### config.mk
export PLATFORM = sky130hd
export DESIGN_NAME = uart_rx
export DESIGN_NICKNAME = d
export VERILOG_FILES = /design/src/rtl/uart_rx.sv
export SDC_FILE = /design/constraint.sdc
export NUM_CORES = 1
export LEC_CHECK = 0
export BUFFER_PORTS_ARGS = -buffer_cell sky130_fd_sc_hd__buf_4
export CAP_MARGIN = 15
export CORE_UTILIZATION = 67
export CTS_CLUSTER_DIAMETER = 80
export DETAILED_ROUTE_END_ITERATION = 16
export GPL_TIMING_DRIVEN = 0
export PLACE_DENSITY = 0.85
export SETUP_SLACK_MARGIN = 0.5
export SLEW_MARGIN = 20
export SYNTH_ARGS = -nofsm -noshare
export SYNTH_HDL_FRONTEND = slang
export SYNTH_SLANG_ARGS = --single-unit
### constraint.sdc
create_clock -name clk_i -period 5.5 [get_ports clk_i]
set_input_delay 1.1 -clock clk_i [delete_from_list [all_inputs] [get_ports clk_i]]
set_output_delay 1.1 -clock clk_i [all_outputs]
set_load 0.05 [all_outputs]
### src/rtl/uart_rx.sv
// UART receiver: 2-flop synchronizer, 4-state bit-timing FSM and a 32x8
// show-ahead FIFO (31 usable slots) with framing-error and overrun pulses.
module uart_rx (
  input  logic        clk_i,
  input  logic        rst_i,
  input  logic [15:0] baud_div_i,
  input  logic        rx_i,
  input  logic        re_i,
  output logic [7:0]  data_o,
  output logic        empty_o,
  output logic        full_o,
  output logic        frame_err_o,
  output logic        overrun_o
);

  localparam int unsigned DW    = 8;
  localparam int unsigned CW    = 16;
  localparam int unsigned AW    = 5;
  localparam int unsigned DEPTH = 32;
  localparam int unsigned BW    = 3;

  typedef enum logic [1:0] {IDLE, START, DATA, STOP} state_e;

  state_e          state_q, state_d;
  logic [CW-1:0]   cnt_q, cnt_d;
  logic [BW-1:0]   bit_idx_q, bit_idx_d;
  logic [DW-1:0]   shift_q, shift_d;
  logic [AW-1:0]   rd_ptr_q, rd_ptr_d;
  logic [AW-1:0]   wr_ptr_q, wr_ptr_d;
  logic            frame_err_q, frame_err_d;
  logic            overrun_q, overrun_d;
  logic            meta_q, rx_s_q, rx_dly_q;
  logic [DW-1:0]   mem_q [DEPTH];

  logic            start_det_c;
  logic            push_c;
  logic            pop_c;
  logic [CW-1:0]   half_c;

  // Line synchronizer plus one delay stage for falling-edge detection
  always_ff @(posedge clk_i or posedge rst_i) begin
    if (rst_i) begin
      meta_q   <= 1'b1;
      rx_s_q   <= 1'b1;
      rx_dly_q <= 1'b1;
    end else begin
      meta_q   <= rx_i;
      rx_s_q   <= meta_q;
      rx_dly_q <= rx_s_q;
    end
  end

  assign start_det_c = rx_dly_q & ~rx_s_q;
  assign half_c      = baud_div_i >> 1;
  assign empty_o     = (rd_ptr_q == wr_ptr_q);
  assign full_o      = (AW'(wr_ptr_q + AW'(1)) == rd_ptr_q);
  assign pop_c       = re_i & ~empty_o;
  assign data_o      = mem_q[rd_ptr_q];
  assign frame_err_o = frame_err_q;
  assign overrun_o   = overrun_q;

  // Bit-timing FSM; >= compares keep a mid-frame divisor change from running the counter away
  always_comb begin
    state_d     = state_q;
    cnt_d       = cnt_q;
    bit_idx_d   = bit_idx_q;
    shift_d     = shift_q;
    frame_err_d = 1'b0;
    overrun_d   = 1'b0;
    push_c      = 1'b0;
    case (state_q)
      IDLE: begin
        if (start_det_c) begin
          cnt_d   = '0;
          state_d = START;
        end
      end
      START: begin
        if (cnt_q >= half_c) begin
          if (!rx_s_q) begin
            cnt_d     = '0;
            bit_idx_d = '0;
            state_d   = DATA;
          end else begin
            state_d = IDLE;
          end
        end else begin
          cnt_d = CW'(cnt_q + CW'(1));
        end
      end
      DATA: begin
        if (cnt_q >= baud_div_i) begin
          shift_d   = {rx_s_q, shift_q[DW-1:1]};
          cnt_d     = '0;
          bit_idx_d = BW'(bit_idx_q + BW'(1));
          if (bit_idx_q == BW'(DW - 1)) state_d = STOP;
        end else begin
          cnt_d = CW'(cnt_q + CW'(1));
        end
      end
      STOP: begin
        if (cnt_q >= baud_div_i) begin
          state_d = IDLE;
          if (rx_s_q) begin
            if (full_o) overrun_d = 1'b1;
            else        push_c    = 1'b1;
          end else begin
            frame_err_d = 1'b1;
          end
        end else begin
          cnt_d = CW'(cnt_q + CW'(1));
        end
      end
      default: state_d = IDLE;
    endcase
  end

  always_comb begin
    wr_ptr_d = wr_ptr_q;
    rd_ptr_d = rd_ptr_q;
    if (push_c) wr_ptr_d = AW'(wr_ptr_q + AW'(1));
    if (pop_c)  rd_ptr_d = AW'(rd_ptr_q + AW'(1));
  end

  always_ff @(posedge clk_i or posedge rst_i) begin
    if (rst_i) begin
      state_q     <= IDLE;
      cnt_q       <= '0;
      bit_idx_q   <= '0;
      shift_q     <= '0;
      rd_ptr_q    <= '0;
      wr_ptr_q    <= '0;
      frame_err_q <= 1'b0;
      overrun_q   <= 1'b0;
    end else begin
      state_q     <= state_d;
      cnt_q       <= cnt_d;
      bit_idx_q   <= bit_idx_d;
      shift_q     <= shift_d;
      rd_ptr_q    <= rd_ptr_d;
      wr_ptr_q    <= wr_ptr_d;
      frame_err_q <= frame_err_d;
      overrun_q   <= overrun_d;
    end
  end

  // Storage is deliberately left out of reset
  always_ff @(posedge clk_i) begin
    if (push_c) mem_q[wr_ptr_q] <= shift_q;
  end

endmodule
* Word-level counts from Yosys, hierarchy flattened *
Memories as Yosys holds them, arrays and structs flattened.
Index checks and enable logic that the tools add are counted.
Widths: inputs -> output; s select.

word-level totals
  register bits = 44
  memories = 1
  RAM bits = 256
  bits of input ports = 20

memories
  name   depth  bits a word  rd ports  clocked after memory_dff  wr ports  RTL line  RTL
  mem_q  32     8            1         0                         1         33        logic [DW-1:0] mem_q [DEPTH];

cells by class
  equal/unequal tests = 14
  reductions and logical operators = 6
  multiplexer cells = 30
  $add $sub $neg = 4
  order comparisons = 2
  bitwise logic cells = 4

operators with widths
  cell                   number
  $mux 16                5
  $pmux 16 s4            1
  $add 16x1->16 const B  1
  $ge 16x15->1           1
  $ge 16x16->1           1
  $ne 2x2->1 const B     7
  $mux 1                 13
  $mux 2                 6
  $add 5x1->5 const B    2
  $eq 5x5->1             2
  $mux 3                 3
  $pmux 2 s4             1
  $pmux 3 s2             1
  $reduce_and 5->1       1
  $eq 2x2->1 const B     2
  $reduce_and 4->1       1
  $add 3x1->3 const B    1
  $eq 3x3->1 const B     1
  $ne 3x3->1 const B     1
  $reduce_and 3->1       1
  $and 1x1->1            2
  $eq 2x1->1 const B     1
  $logic_not 2->1        1
  $not 1->1              2
  2 further kinds        2

* Logic depth before layout (Yosys ltp) *
Gate-level depths: netlist (run 1).

  depth after elaboration = 8
  mapped depth = 11

* Least setup slack after synthesis (run 1) *
Ideal clock, no wire load.

  path type = register to output
  from = register rd_ptr_q[0]
  to = output data_o[0]
  path slack = 1.947 ns
  arrival = 2.453 ns
  stages on the path, launching flop included = 6
  buffers on the path = 2
  path through = dfrtp_1 -> clkbuf_1 -> buf_1 -> mux4_2 -> mux4_2 -> mux2_2

between the ends
  cells in the longest elaborated chain, start to end = 1

ends and longest elaborated chain
  what                    RTL line  RTL
  start, declared         28        logic [AW-1:0] rd_ptr_q, rd_ptr_d;
  start signal, assigned  140       rd_ptr_q <= rd_ptr_d;
  $mem_v2 32x8            --
  end, declared           9         output logic [7:0] data_o,

Every way passes these cells.

* Worst setup path in the final report (run 1) *
  from = register rd_ptr_q[1]
  to = output data_o[3]

The elaborated chain is that of the path after synthesis.

==> summary.md, run 1 <==
| Metric | Value |
|---|---|
| Crit end category | output pin |
| Worst Min Path Start | meta_q |
| Library cells used by synthesis | 57 |
| Ys async rst share | 0.1467 |
| Pre-antenna DRT Iters | 5 |
| Vias/cell | 7.068 |
| Status | finished clean |
| Worst Skew | 0.01125 ns |
| Power per cell area | 382.6 nW/um2 |
| Arrival time of data at the critical path endpoint | 3.85 ns |
| Buffers added on ports | 31 |
| Part of the power in combinational logic | 0.199 |
| Maximum capacitance violations | 0 |
| FF-to-FF Start | cnt_q[9] |
| Number of clock sinks | 300 |
| Vias in the first global route | 7446 |
| Slew at the pin with the worst max-slew slack | 1.109 ns |
| TritonCTS clock tree | yes |
| Initial antenna violation count | 0 |
| Top FF cell, synth | edfxtp_1 |
| Worst min-delay path category | reg -> reg |
| Max Root-Sink Buffers | 3 |
| Maximum number of pins on one net before global-route repair | 35 |
| Die Area | 19790 um2 |
| Final Hold Fails | 0 |
| Overall track demand over capacity in global routing | 0.3137 |
| Initial cell density of the core | 0.6866 |
| Worst rel slew slack | 0.2605 |
| Reg2Reg Capture Point | mem_q[28][1] |
| Placed Instances | 973 |
| Number of standard cells in the layout, taps in and fillers out | 1024 |
| Cells on worst reg2reg path | 9 |
| Worst Hold Endpoint | rx_s_q |
| Top fanout value on the critical path | 10 |
| Count of warnings emitted by yosys | 0 |
| Root buffer selected by CTS | clkbuf_16 |
| Data required time at the worst endpoint | 4.40 ns |
| Total via count in the routed design | 7238 |
| Num CTS Buffers | 28 |
| Standard-cell rows | 50 |
| Leading cell type in the layout, fill and taps excluded | edfxtp_1 |
| 1st-iter DRT viols | 655 |
| Layout cell share with drive strength beyond 1 | 0.2570 |
| Number of flops mapped to enable cells by yosys | 256 |
| Aggregate global routing overflow | 0 |
| Clock group share of total power | 0.345 |
| Cell-internal power | 0.004005 W |
| Worst-case vdd ir drop | 0.2397 mV |
| Overall die height | 140.7 um |
| Post-Route Setup TNS | 0 ns |
| Number of buffers inserted by post-CTS setup repair | 0 |
| Average size of a mapped cell | 18.23 um2 |
| Clock-pin slew on the worst setup and hold paths | 0.06 ns |
| Pins Over Slew Limit | 0 |
| ANT cells | 0 |
| Detailed placement HPWL | 18220 um |
| Resized cells post-CTS | 0 |
| Count of fill cells added during filler insertion | 1022 |
| Synthesized Nets | 766 |
| Commonest cells after routing, fill and taps aside | edfxtp_1 (256), mux4_2 (80), nor2_1 (42) |
| Number of remaining DRC errors | 0 |
| Avg WL per Cell | 28.98 um |
| Hold depth | 0 |
| Register share of total power | 0.456 |
| Post-synthesis cell count | 707 |
| Area of the mapped netlist | 12890 um2 |
| Leakage power summed over all cells | 5.709 nW |
| Type of origin of the critical path | flop |
| Wire length of the first global-routing pass | 44820 um |
| Source of the critical timing path | rd_ptr_q[1] |
| Share of synthesized area occupied by flip-flops and latches | 0.6823 |
| Net switching power figure | 0.001479 W |
| Count of H-tree levels built during CTS | 1 |
| Total detailed-routing wirelength | 29680 um |
| RePlAce Congestion | 0.8185 |
| Worst-skew pair later-pin latency | 0.53 ns |
| Final net count | 828 |
| Die Width | 140.7 um |
| Final setup violation count | 0 |
| Final Cycle Share | 0.8997 |
| Synthesis-to-layout area growth | 11.21% |
| Number of synthesized register bits | 300 |
| Net switching fraction of the power | 0.2697 |
| Setup Crit Path Kind | reg -> out |
| Shortest clock period the worst path allows after layout | 4.948 ns |
| CTS hold repair buffers | 0 |
| Core area | 18770 um2 |
| I/O pin cnt | 32 |
| Achievable clock frequency | 0.2021 GHz |
| Worst reg-to-reg setup slack | 1.76 ns |
| Antenna violation net count after detailed routing | 0 |
| RSZ-0062 raised after global routing | no |
[logic make-up (layout without fill, tap and decap cells)]
group | after synthesis | count (layout) | synth area share
flip-flops | 300 | 300 | 0.6823
AND/OR/NAND/NOR | 123 | 123 | 0.05117
multiplexers | 98 | 98 | 0.1555
AO/OA/AOI/OAI | 70 | 70 | 0.04059
buffers and inverters | 60 | 143 | 0.02097
adder cells (fa/ha/maj) | 39 | 39 | 0.03787
XOR/XNOR | 17 | 17 | 0.01156
[metal layers]
metal,GRT usage,routed length (um)
met5,0,0
met3,0.04654,2435
met4,0.09783,1042
met2,0.5284,14820
met1,0.4318,11390
[state kept, by name, summed over array words and instances, names as in the netlist, 3 cells and up, named ones only]
register   count
bit_idx_q      3
wr_ptr_q       5
rd_ptr_q       5
cnt_q         16
shift_q        8
mem_q        256
[power groups by stage]
stage               Combinational, W  Sequential, W  Clock (W)
floorplan                   0.000808        0.00253          0
global placement             0.00103        0.00254          0
detailed placement           0.00107        0.00255          0
CTS                          0.00109        0.00250    0.00189
global route                 0.00115        0.00250    0.00198
finish                       0.00109        0.00250    0.00189
[stage by stage]
step / hold WS, ns / util / total power (W) / area, um2 / setup slack, ns
2_1_floorplan: 0.3452 / - / 0.003343 / 12890 / 1.947
3_3_place_gp: 0.3465 / 0.7146 / 0.003573 / 13410 / 1.177
3_5_place_dp: 0.3520 / 0.7157 / 0.003618 / 13430 / 1.053
4_1_cts: 0.3591 / 0.7631 / 0.005480 / 14320 / 0.6297
5_1_grt: 0.3607 / 0.7636 / 0.005628 / 14330 / 0.5314
6_report: 0.3534 / 0.7636 / 0.005484 / 14330 / 0.5516
[cell type report]
cell class,count,area (um2),area share
plain buffers,31,161.4,0.01126
clock buffers,37,775.7,0.05413
clock inverters,14,115.1,0.008032
inverters,29,108.9,0.007596
multi-input cells,347,3824,0.2668
flip-flops and latches,300,8801,0.6141
well taps,234,292.8,0.02043
repair buffers,32,252.7,0.01764
[how the worst max path moves through the flow]
| stage | endpoint | depth (start not counted) | slack [ns] |
|---|---|---|---|
| final | data_o[3] | 7 | 0.55 |
| after global routing | data_o[2] | 7 | 0.53 |
| after CTS | data_o[4] | 7 | 0.63 |
| after detailed placement | mem_q[5][4] | 11 | 1.05 |
| after global placement | mem_q[4][4] | 11 | 1.18 |
| after floorplan | data_o[0] | 5 | 1.95 |
[synthesized netlist by cell type, drive strengths merged, types with 6 or more instances]
cell type	instances	area share
mux4	80	0.14
inv	29	0.0084
and3	12	0.0058
edfxtp	256	0.60
ha	39	0.038
a21oi	23	0.0089
a31oi	9	0.0049
xnor2	14	0.0095
o21ai	7	0.0027
nand2b	6	0.0035
nand3	9	0.0035
dfrtp	41	0.080
buf	21	0.0096
clkbuf	10	0.0029
mux2	18	0.016
nand2	16	0.0065
nor2	42	0.012
nand4	11	0.0053
[worst max-delay path: stages, from the launching register on]
cell	delay, ns
dfrtp_1	0.38
clkbuf_1	0.31
buf_1	0.53
buf_1	0.61
mux4_2	0.46
mux4_2	0.53
mux2_2	0.29
buf_4	0.19
No activity file was read; power rests on OpenSTA's default activity.
==> inputs of run 2 (changes only) <==
- ABC_AREA: default -> 1
==> run 2 against run 1 <==
  * Combinational power grew 120%
  * Non-clock buffer count grew 37
  * Critical path depth is 3 higher
==> summary.md, run 2 <==
| Metric | Value |
|---|---|
| Status | finished clean |
| Net switching power figure | 0.002773 W (+88%) |
| Setup Crit Path Kind | reg -> out |
| Pre-antenna DRT Iters | 6 (+1) |
| Type of origin of the critical path | flop |
| Hold depth | 0 (unchanged) |
| Leakage power summed over all cells | 6.340 nW (+11%) |
| Leading cell type in the layout, fill and taps excluded | edfxtp_1 |
| Area of the mapped netlist | 13820 um2 (+7.2%) |
| Count of warnings emitted by yosys | 0 (unchanged) |
| Antenna violation net count after detailed routing | 0 (unchanged) |
| FF-to-FF Start | wr_ptr_q[1] |
| Maximum number of pins on one net before global-route repair | 35 (unchanged) |
| Worst reg-to-reg setup slack | 2.35 ns (+0.59 ns) |
| Max incr delay on CP | 0.53 ns (-0.08 ns) |
| Worst Hold Endpoint | rx_s_q |
| Arrival time of data at the critical path endpoint | 3.46 ns (-0.39 ns) |
| Vias/cell | 6.577 (-7.0%) |
| Maximum capacitance violations | 0 (unchanged) |
| Resized cells post-CTS | 0 (unchanged) |
| Post-Route Setup TNS | 0 ns (unchanged) |
| Shortest clock period the worst path allows after layout | 4.556 ns (-0.3924 ns) |
| Worst rel slew slack | 0.1836 (-0.07697) |
| Standard-cell rows | 52 (+4.0%) |
| List of cells traversed by the critical path | buf_2 > buf_2 > clkbuf_1 > o21ai_0 > o211ai_1 > o211ai_1 > nand4_1 > o21ai_1 > inv_1 > buf_4 |
| Top delay family on crit path | buffers and inverters |
| Cell-internal power | 0.004276 W (+6.8%) |
| Max Root-Sink Buffers | 3 (unchanged) |
| Placed standard-cell area | 14540 um2 (+8.2%) |
| Buffers added on ports | 31 (unchanged) |
| Die Width | 145.6 um (+3.5%) |
| Final net count | 1418 (+71%) |
| RSZ-0062 raised after global routing | no |
| Avg WL per Cell | 23.50 um (-19%) |
| Pins Over Slew Limit | 0 (unchanged) |
| Largest registers | mem_q (256), cnt_q (16), shift_q (8) |
| Count of H-tree levels built during CTS | 1 (unchanged) |
| Overall track demand over capacity in global routing | 0.3756 (+0.06186) |
| TritonCTS clock tree | yes |
| Die Area | 21200 um2 (+7.1%) |
| Worst min-delay path category | reg -> reg |
| Final Cycle Share | 0.8284 (-0.07134) |
| Commonest cells after routing, fill and taps aside | edfxtp_1 (256), nor2_1 (194), nand2_1 (193) |
| Buffers and inverters on the worst path | 5 (+1) |
| Top cell type's share of synthesized area | 0.5563 (-0.04024) |
| Synthesized Nets | 1353 (+77%) |
| Initial antenna violation count | 0 (unchanged) |
| Multi-input gate area | 4514 um2 (+18%) |
| Cell with the most instances after synthesis | edfxtp_1 |
| Biggest area consumer among synthesized cells | edfxtp_1 |
| Crit end category | output pin |
| Reg2Reg Capture Point | mem_q[20][1] |
| Synthesis-to-layout area growth | 12.65% |
| Data required time at the worst endpoint | 4.40 ns (about the same) |
| Share of synthesized area occupied by flip-flops and latches | 0.6363 (-0.04603) |
| Library cells used by synthesis | 41 (-28%) |
| Achievable clock frequency | 0.2195 GHz (+8.6%) |
| 1st-iter DRT viols | 1653 (+150%) |
| RePlAce Congestion | 0.9643 (+18%) |
| Cell types with the largest area share after synthesis | edfxtp_1 (56%), dfrtp_1 (7.4%), nor2_1 (5.3%) |
| Number of remaining DRC errors | 0 (unchanged) |
| Register with the most flip-flops | mem_q |
| Max reg flops | 256 (unchanged) |
| Final setup violation count | 0 (unchanged) |
| Detailed placement HPWL | 24210 um (+33%) |
| I/O pin cnt | 32 (unchanged) |
| Wire length of the first global-routing pass | 59590 um (+33%) |
| Num CTS Buffers | 31 (+11%) |
| Initial cell density of the core | 0.6829 (-0.003691) |
| Top fanout value on the critical path | 10 (unchanged) |
| Number of clock sinks | 300 (unchanged) |
| Aggregate global routing overflow | 0 (unchanged) |
| Cells on worst reg2reg path | 13 (+4) |
| Top post-synthesis cells by count | edfxtp_1 (256), nor2_1 (194), nand2_1 (193), o21ai_0 (142), inv_1 (80) |
| Worst-case vdd ir drop | 0.3278 mV (+37%) |
| Vias in the first global route | 10.75k (+44%) |
| Clock group share of total power | 0.290 (-0.055) |
| Smallest hold slack | 0.3598 ns (+0.006441 ns) |
| Total via count in the routed design | 10.87k (+50%) |
| Area of all placed cells without fillers | 15570 um2 (+8.6%) |
| Part of the power in combinational logic | 0.344 (+0.145) |
| Average size of a mapped cell | 10.68 um2 (-41%) |
| Number of buffers inserted by post-CTS setup repair | 0 (unchanged) |
| Worst-skew pair later-pin latency | 0.59 ns (+0.06 ns) |
| Overall die height | 145.6 um (+3.5%) |
| Number of synthesized register bits | 300 (unchanged) |
| Clock-pin slew on the worst setup and hold paths | 0.06 ns (about the same) |
| Total detailed-routing wirelength | 38850 um (+31%) |
| CTS hold repair buffers | 0 (unchanged) |
| Flip-flop and latch area | 8800 um2 (about the same) |
| Number of flops mapped to enable cells by yosys | 256 (unchanged) |
| Slew at the pin with the worst max-slew slack | 1.225 ns (+0.1155 ns) |
| Worst Skew | 0.03398 ns (+0.02273 ns) |
| Register share of total power | 0.366 (-0.090) |
| Count of fill cells added during filler insertion | 1185 (+16%) |
| PnR Total Power | 0.007048 W (+29%) |
| Top FF cell, synth | edfxtp_1 |
| Power per cell area | 452.8 nW/um2 (+18%) |
| Cell type of the slowest stage on the worst timing path | clkbuf_1 |
| Utilization after layout | 0.7693 (+0.005693) |
| Worst Min Path Start | meta_q |
| Final Hold Fails | 0 (unchanged) |
| Core area | 20230 um2 (+7.8%) |
| Root buffer selected by CTS | clkbuf_16 |
| Ys async rst share | 0.1467 (unchanged) |
| Net switching fraction of the power | 0.3934 (+0.1238) |
| Layout cell share with drive strength beyond 1 | 0.1230 (-0.1340) |
| Post-synthesis cell count | 1294 (+83%) |
-- run 2: how the worst max path moves through the flow --
stage / cells past startpoint / start / to
finish: 10 / rd_ptr_q[1] / data_o[4]
global route: 10 / rd_ptr_q[1] / data_o[0]
CTS: 10 / rd_ptr_q[1] / data_o[3]
detailed placement: 14 / baud_div_i[5] / mem_q[6][4]
global placement: 14 / baud_div_i[7] / mem_q[5][0]
floorplan: 13 / baud_div_i[7] / mem_q[14][0]
-- run 2: logic make-up after synthesis --
kind of cell               share of synthesized area
and+or+nand+nor                               0.1688
DFF                                           0.6363
AOI/OAI and AO/OA                            0.09598
buffers and inverters                        0.04826
adders and majority gates                    0.03531
xor gates and xnor gates                     0.01467
muxes                                      0.0007244
-- run 2: per-stage QoR --
step,worst slack [ns],instances
6_report,0.9440,1653
5_1_grt,0.9381,1652
4_1_cts,1.214,1652
3_5_place_dp,1.436,1596
3_3_place_gp,1.447,1595
2_1_floorplan,2.231,1294
-- run 2: cell type report --
type                       instances  share of cell area
antenna                            1           0.0001608
buffer                            68             0.02082
clock buffer                      32             0.05008
clock inverter                    24             0.01318
inverter                          90             0.02202
multi-input combinational        836              0.2900
sequential                       300              0.5653
tap                              270             0.02170
timing repair buffer              32             0.01672
-- run 2: per-layer routing --
layer / vias to the layer above / global-route usage / routed length, um
met5: - / 0 / 0
met4: 0 / 0.1905 / 2211
met3: 207 / 0.07962 / 4715
met2: 851 / 0.6257 / 18840
met1: 5098 / 0.4688 / 13090
li1: 4715 / - / -
-- run 2: power groups by stage --
stage | combinational [W] | clock (W) | sequential (W)
after floorplan | 0.00148 | 0 | 0.00259
after global placement | 0.00216 | 0 | 0.00261
after detailed placement | 0.00224 | 0 | 0.00262
after CTS | 0.00230 | 0.00204 | 0.00257
after global routing | 0.00256 | 0.00211 | 0.00258
final | 0.00243 | 0.00205 | 0.00258
